[src/rtl/servo_pkg.sv]
// servo_pkg: servo timing constants at 100 MHz and the decoder FSM state type,
// shared by the servo PWM generator and decoder.
package servo_pkg;
    localparam int MIN_PULSE   = 50000;
    localparam int MAX_PULSE   = 250000;
    localparam int CYC_PER_DEG = 1111;
    localparam int MIN_PERIOD  = 1900000;
    localparam int MAX_PERIOD  = 2100000;
    localparam int TIMEOUT     = 2500000;
    localparam int MAX_ANGLE   = 180;
    typedef enum logic [1:0] {IDLE, HIGH, DIV, VALID} state_t;
endpackage

[src/rtl/pwm_sync_edge.sv]
// pwm_sync_edge: 2-FF synchronizer for an asynchronous pin with single-cycle
// rise/fall pulses from one extra edge-detect register.
module pwm_sync_edge (
    input  logic clk,
    input  logic clr,
    input  logic i_async,
    output logic o_rise,
    output logic o_fall
);
    logic r_s1, r_s2, r_d;
    always_ff @(posedge clk) begin
        if (!clr) {r_s1, r_s2, r_d} <= 3'b000;
        else {r_s1, r_s2, r_d} <= {i_async, r_s1, r_s2};
    end
    assign o_rise = r_s2 & ~r_d;
    assign o_fall = ~r_s2 & r_d;
endmodule

[src/rtl/servo_pwm_decoder.sv]
// servo_pwm_decoder: measures servo PWM high width and frame period, converts
// the width to an angle 0..180 by repeated subtraction.
module servo_pwm_decoder #(
    parameter int MIN_PULSE   = servo_pkg::MIN_PULSE,
    parameter int MAX_PULSE   = servo_pkg::MAX_PULSE,
    parameter int CYC_PER_DEG = servo_pkg::CYC_PER_DEG,
    parameter int MIN_PERIOD  = servo_pkg::MIN_PERIOD,
    parameter int MAX_PERIOD  = servo_pkg::MAX_PERIOD,
    parameter int TIMEOUT     = servo_pkg::TIMEOUT
) (
    input  logic        clk,
    input  logic        clr,
    input  logic        pwm_in,
    output logic [8:0]  angle,
    output logic        angle_valid,
    output logic [19:0] pulse_width,
    output logic        width_err,
    output logic        period_err,
    output logic        signal_lost,
    output logic        busy
);
    import servo_pkg::*;
    localparam logic [19:0] W_MIN = 20'(MIN_PULSE);
    localparam logic [19:0] W_MAX = 20'(MAX_PULSE);
    localparam logic [19:0] W_CPD = 20'(CYC_PER_DEG);
    localparam logic [22:0] P_MIN = 23'(MIN_PERIOD);
    localparam logic [22:0] P_MAX = 23'(MAX_PERIOD);
    localparam logic [21:0] P_TO  = 22'(TIMEOUT);
    localparam logic [8:0]  A_MAX = 9'(MAX_ANGLE);

    logic w_rise, w_fall;
    logic [22:0] w_per_len;
    state_t r_state;
    logic [19:0] r_width, r_rem;
    logic [8:0] r_q;
    logic [21:0] r_per;
    logic r_ref, r_wait;

    pwm_sync_edge u_sync (
        .clk(clk),
        .clr(clr),
        .i_async(pwm_in),
        .o_rise(w_rise),
        .o_fall(w_fall)
    );

    // rise-to-rise distance: the counter is zeroed on the rise cycle itself
    assign w_per_len = {1'b0, r_per} + 23'd1;
    assign busy = (r_state == HIGH) || (r_state == DIV);

    always_ff @(posedge clk) begin
        if (!clr) begin
            r_per       <= '0;
            r_ref       <= 1'b0;
            period_err  <= 1'b0;
            signal_lost <= 1'b0;
        end else if (w_rise) begin
            r_per       <= '0;
            r_ref       <= 1'b1;
            signal_lost <= 1'b0;
            if (r_state == DIV || r_state == VALID) period_err <= 1'b1;
            else if (r_ref) period_err <= (w_per_len < P_MIN) || (w_per_len > P_MAX);
        end else if (r_per != P_TO) begin
            r_per <= r_per + 22'd1;
            if (r_per == P_TO - 22'd1) begin
                signal_lost <= 1'b1;
                r_ref       <= 1'b0;
            end
        end
    end

    always_ff @(posedge clk) begin
        if (!clr) begin
            r_state     <= IDLE;
            r_width     <= '0;
            r_rem       <= '0;
            r_q         <= '0;
            r_wait      <= 1'b0;
            angle       <= '0;
            angle_valid <= 1'b0;
            pulse_width <= '0;
            width_err   <= 1'b0;
        end else begin
            angle_valid <= 1'b0;
            if (w_fall) r_wait <= 1'b0;
            case (r_state)
                IDLE: if (w_rise && !r_wait) begin
                    r_state <= HIGH;
                    r_width <= 20'd1;
                end
                HIGH: if (w_fall) begin
                    if (r_width >= W_MIN && r_width <= W_MAX) begin
                        r_state <= DIV;
                        r_rem   <= r_width - W_MIN;
                        r_q     <= '0;
                    end else begin
                        r_state   <= IDLE;
                        width_err <= 1'b1;
                    end
                end else if (r_width >= W_MAX) begin
                    // overlong pulse: abort now, ignore edges until it ends
                    r_state   <= IDLE;
                    width_err <= 1'b1;
                    r_wait    <= 1'b1;
                end else r_width <= r_width + 20'd1;
                DIV: if (r_rem >= W_CPD) begin
                    r_rem <= r_rem - W_CPD;
                    r_q   <= (r_q == 9'h1ff) ? r_q : r_q + 9'd1;
                end else r_state <= VALID;
                VALID: begin
                    angle       <= (r_q > A_MAX) ? A_MAX : r_q;
                    pulse_width <= r_width;
                    width_err   <= 1'b0;
                    angle_valid <= 1'b1;
                    r_state     <= IDLE;
                end
                default: r_state <= IDLE;
            endcase
        end
    end
endmodule

[config.mk]
export PLATFORM = sky130hd
export DESIGN_NAME = servo_pwm_decoder
export DESIGN_NICKNAME = d
export VERILOG_FILES = /design/src/rtl/servo_pkg.sv /design/src/rtl/pwm_sync_edge.sv /design/src/rtl/servo_pwm_decoder.sv
export SDC_FILE = /design/constraint.sdc
export NUM_CORES = 1
export LEC_CHECK = 0
export ABC_AREA = 1
export ABC_CLOCK_PERIOD_IN_PS = 6290
export BUFFER_PORTS_ARGS = -buffer_cell sky130_fd_sc_hd__buf_4
export CAP_MARGIN = 20
export CORE_MARGIN = 5
export CORE_UTILIZATION = 60
export CTS_BUF_LIST = sky130_fd_sc_hd__clkbuf_8 sky130_fd_sc_hd__clkbuf_16
export DETAILED_ROUTE_END_ITERATION = 6
export MAX_ROUTING_LAYER = met4
export PLACE_DENSITY = 0.77
export SETUP_SLACK_MARGIN = 0.2
export SLEW_MARGIN = 20
export SYNTH_ARGS = -nofsm -noshare
export SYNTH_HDL_FRONTEND = slang
export SYNTH_SLANG_ARGS = --single-unit
[constraint.sdc]
create_clock -name clk -period 6.29 [get_ports clk]
set_input_delay 0.629 -clock clk [delete_from_list [all_inputs] [get_ports clk]]
set_output_delay 0.629 -clock clk [all_outputs]
set_load 0.02 [all_outputs]
Word-level counts from Yosys, hierarchy flattened
Cells that the tools add are included.
{ "classes": {"addsub": 6, "magnitude_cmp": 7, "n_eq_ne": 16, "muxes": 34, "bitwise_logic": 5, "n_reduce_logical": 22} }
{ "ops": {"columns": ["cell", "n"], "rows": [
  ["$mux 20", 6],
  ["$pmux 20 s2", 2],
  ["$mux 9", 5],
  ["$add 22x1->23 const B", 1],
  ["$gt 23x22->1 const B", 1],
  ["$lt 23x21->1 const B", 1],
  ["$add 22x1->22 const B", 1],
  ["$eq 22x22->1 const B", 1],
  ["$ne 22x22->1 const B", 1],
  ["$add 20x1->20 const B", 1],
  ["$ge 20x11->1 const B", 1],
  ["$ge 20x16->1 const B", 1],
  ["$ge 20x18->1 const B", 1],
  ["$le 20x18->1 const B", 1],
  ["$sub 20x11->20 const B", 1],
  ["$sub 20x16->20 const B", 1],
  ["$pmux 9 s2", 1],
  ["$mux 1", 13],
  ["$reduce_bool 2->1", 6],
  ["$mux 2", 5],
  ["$ne 2x2->1 const B", 5],
  ["$add 9x1->9 const B", 1],
  ["$eq 9x9->1 const B", 1],
  ["$gt 9x8->1 const B", 1],
  ["other kinds (18)", 31]
]} }
{ "totals": {"reg_bits": 111, "inputBits": 3, "output_inout_bits": 34, "elab_cells": 106} }

Logic depth before layout (Yosys ltp)
{ "logic_depth": {"depth_word": 6, "depth_mapped": 16, "depth_no_buf": 16} }

Cells and area by module
A second synthesis with hierarchy kept.
{ "unflattened": {"cells_unflattened": 981, "area_unflattened_um2": 6480.0} }
{ "by_module_without_submodules": {"columns": ["module", "instances", "cells_per_inst", "area_per_inst_um2", "seq_area_each_um2"], "rows": [
  ["servo_pwm_decoder", 1, 968, 6379.9, 2162.1],
  ["pwm_sync_edge", 1, 13, 100.1, 60.1]
]} }

Worst setup path before layout
OpenSTA, ideal clock, no wires.
{ "synth_path": {"path_type": "reg-to-reg", "startpoint": "reg r_width[4]", "endpoint": "reg r_rem[3]", "setup_ns": 0.116, "arrival_ns": 1.903, "t_required_ns": 6.174, "path_slack_ns": 4.271, "stages_incl_launch_ff": 16, "n_path_buf": 1, "path_cell_list": "dfxtp_1 > inv_1 > ha_1 > inv_1 > nand2_1 > nand2_1 > nand2_2 > nand4_1 > nand2_2 > nand4_2 > nand3_2 > o21ai_4 > nand2_4 > buf_6 > o21ai_0 > nor2_1"} }
{ "synth_between": {"elab_chain_len": 4, "word_cells_on_any_way": 5} }
{ "synth_lines": {"columns": ["item", "line", "rtl"], "rows": [
  ["start, declared", "servo_pwm_decoder.sv:34", "logic [19:0] r_width, r_rem;"],
  ["start signal, assigned", "servo_pwm_decoder.sv:105", "end else r_width <= r_width + 20'd1;"],
  ["$ge 20x16->1 / $le 20x18->1 (equally long branches)", "servo_pwm_decoder.sv:92", "if (r_width >= W_MIN && r_width <= W_MAX) begin"],
  ["$logic_and 1x1->1 (*)", "servo_pwm_decoder.sv:92", null],
  ["$ne 2x1->1 (no source line) (*)", null, null],
  ["$reduce_and 4->1 (no source line) (*)", null, null],
  ["end signal, assigned", "servo_pwm_decoder.sv:94", "r_rem <= r_width - W_MIN;"],
  ["end signal, assigned", "servo_pwm_decoder.sv:107", "r_rem <= r_rem - W_CPD;"],
  ["end, declared", "servo_pwm_decoder.sv:34", null]
]} }
Mark *: on every way between the ends. The rest lies on a longest branch, timed or not.
A chain may end at the register's enable or synchronous reset.

==> flow_summary.ini <==
[outcome]
status = finished, final reports clean

[worst_hold_path]
hp-class = flip-flop to flip-flop
hold_path_end = u_sync.r_s2
hp-start = u_sync.r_s1
hold_depth = 2

[drt]
drt_wl_total_mm = 16.8
drc = 0
drt-pass1-iter-count = 5
vias_per_cell = 5.50
routedWlPerCell_um = 14.6
dr_total_vias = 6321
ant_nets = 0
drtIter0Drc = 623

[timing]
setup_viol = 0
min_period_ns = 2.66
slew_violations = 0
hold_violations = 0
tns_ns = 0
relSlewSlack = 0.394
fin_worst_skew_ns = 0.0117
fin_crit_sh = 0.423
worst_slew_pin_slew_ns = 0.907
rsz0062_at_grt = no
fmax_ghz = 0.376

[floorplanning]
die-width_um = 114
die_area_mm2 = 0.0130
start_util = 0.605
core_area_mm2 = 0.0107
io_pins = 37
row_count = 38
die_h_um = 114

[setup_path]
critPathMaxFanout = 20
cp_slowest_cell = clkinv_1
reg2reg_slack_ns = 3.63
worstPathRequired_ns = 6.56
crit_arrival_ns = 2.93
r2r-end = r_width[13]
start_kind = flip-flop
path_class = flip-flop to flip-flop
cpPeakStageDelay_ns = 0.50
worstRegToRegCells = 10
path_cells = inv_1 -> ha_1 -> clkinv_1 -> nor2_1 -> o21bai_1 -> nor2_2 -> nand2_2 -> inv_2 -> nand3_1 -> a21oi_1
endpoint_kind = flip-flop

[yosys]
yosysTopAreaCell = dfxtp_1
postSynth.asyncResetShare = 0
ys_seq_elements = 111
synth_commonest_cells = 233 x nand2_1, 140 x nor2_1, 111 x dfxtp_1, 107 x inv_1, 90 x nand3_1
synth_area_mm2 = 0.00647
yosys.cell_count.top_type = nand2_1
synth_edf_count = 0
synth_top_cell_area_share = 0.343
avgSynthCellArea_um2 = 6.53
synth_nets = 1011
synth_area_leaders = dfxtp_1 34%, nand2_1 14%, nor2_1 8.1%, nand3_1 7.0%, inv_1 6.2%
synth_warnings = 0
ys_types = 48
synth_cells = 992
ys_seq_area_frac = 0.343
synth_ff_type = dfxtp_1

[global_routing]
overflow = 0
antenna_found_initial = 0
grt_pass1_vias = 5951
grt_pass1_wl_mm = 28.8
grt_max_degree = 55
grt.total_usage = 0.283

[place]
gp_congestion = 0.954
dpl_cell_area_mm2 = 0.00673
dp.cells = 1134
io_buffers = 36
hpwlAfterDp_mm = 12.3

[pwr]
powerDensity_mw_per_mm2 = 185
power_mw = 1.29
p_leak_nw = 2.93
ir_drop_mv = 0.155

[cells_and_area]
drive_gt1_frac = 0.0911
seq_area_mm2 = 0.00222
area_growth_pct = 7.15
nets = 1024
design_area_mm2 = 0.00694
finalNonFillerCells = 1150
multi_input_comb_area_mm2 = 0.00360
diodes = 0
n_fill_cell = 1035

[cts]
cts_buffers = 9
cts.sinks = 111
tritoncts = yes
cts_resized = 0
cts_max_level = 3
clkTransAtPathRegs_ns = 0.11
root_buffer = clkbuf_8
cts_buffer_depth = 2
cts_hold_buf = 0
clock_latency_ns = 0.40
postCtsSetupBuffers = 0

[job]
max-cap-violations = 0
[layer usage]
metal	track usage	vias to the layer above	wire (um)
met5	-	-	0
li1	-	3228	-
met3	0.0493	32	819
met2	0.467	163	7820
met4	0.0918	0	391
met1	0.353	2898	7800
[power breakdown]
part	switching [mW]	internal, mW
sequential	0.00958	0.712
combinational	0.0839	0.0276
clock	0.258	0.196
total	0.351	0.936
[critical path: cells and delay by family, from the launching register on]
| family | cells | cell delay (ns) |
|---|---|---|
| buf+inv | 3 | 0.89 |
| simple gates | 4 | 0.88 |
| flops | 1 | 0.36 |
| compound gates | 2 | 0.23 |
| fa+ha+maj | 1 | 0.17 |
[worst max path at each step]
| stage | start | endpoint | slack (ns) | depth (start not counted) |
|---|---|---|---|---|
| finish | flip-flop | r_width[13] | 3.63 | 10 |
| global placement | flip-flop | r_width[17] | 3.78 | 10 |
| floorplan | r_width[4] | r_rem[3] | 4.27 | 15 |
| detailed placement | flip-flop | r_width[15] | 3.70 | 10 |
| CTS | flip-flop | r_width[12] | 3.69 | 10 |
| global route | flip-flop | r_width[15] | 3.36 | 10 |
[kinds of logic (layout without fill, tap and decap cells)]
family / after synthesis / count (layout) / share of synthesized area
flip-flops: 111 / 111 / 0.343
buffers and inverters: 154 / 172 / 0.100
adder cells (fa/ha/maj): 16 / 16 / 0.0309
AO/OA/AOI/OAI: 140 / 140 / 0.119
XOR/XNOR: 29 / 29 / 0.0392
AND/OR/NAND/NOR: 542 / 542 / 0.368
[per-stage QoR]
step,hold slack [ns],setup WS (ns),util
2_1_floorplan,0.390,4.27,-
3_3_place_gp,0.406,3.78,0.629
3_5_place_dp,0.407,3.70,0.629
4_1_cts,0.431,3.69,0.649
5_1_grt,0.448,3.36,0.649
6_report,0.428,3.63,0.649
[final cells by class]
cell class / count / area share
timing repair buffer: 39 / 0.0422
clock inverter: 6 / 0.00974
clock buffer: 10 / 0.0198
tap: 140 / 0.0252
inverter: 117 / 0.0633
sequential: 111 / 0.320
multi-input combinational: 727 / 0.519
[sequential cells by signal, indices dropped and copies added, names as in the netlist, named ones only]
register and count:
u_sync.r_s1 1, r_ref 1, signal_lost 1, angle 9, u_sync.r_s2 1, r_per 22, u_sync.r_d 1, r_width 20
r_rem 20, angle_valid 1, r_wait 1, r_q 9, pulse_width 20, width_err 1, r_state 1, period_err 1
[layout by cell type, fill, tap and decap left out, types with 6 or more instances in the layout]
cell      instances
nor2_2            6
nand4_1          20
dfxtp_1         111
inv_2             8
o21ai_0          57
xor2_1           24
inv_1           107
nor4_1            7
a21oi_1          55
buf_4            39
ha_1             16
nand3_1          90
nand2_2           7
o31ai_1           8
nor2_1          140
clkbuf_8         10
nand2_1         233
nor3_1           19
(Power assumes the default switching activity.)
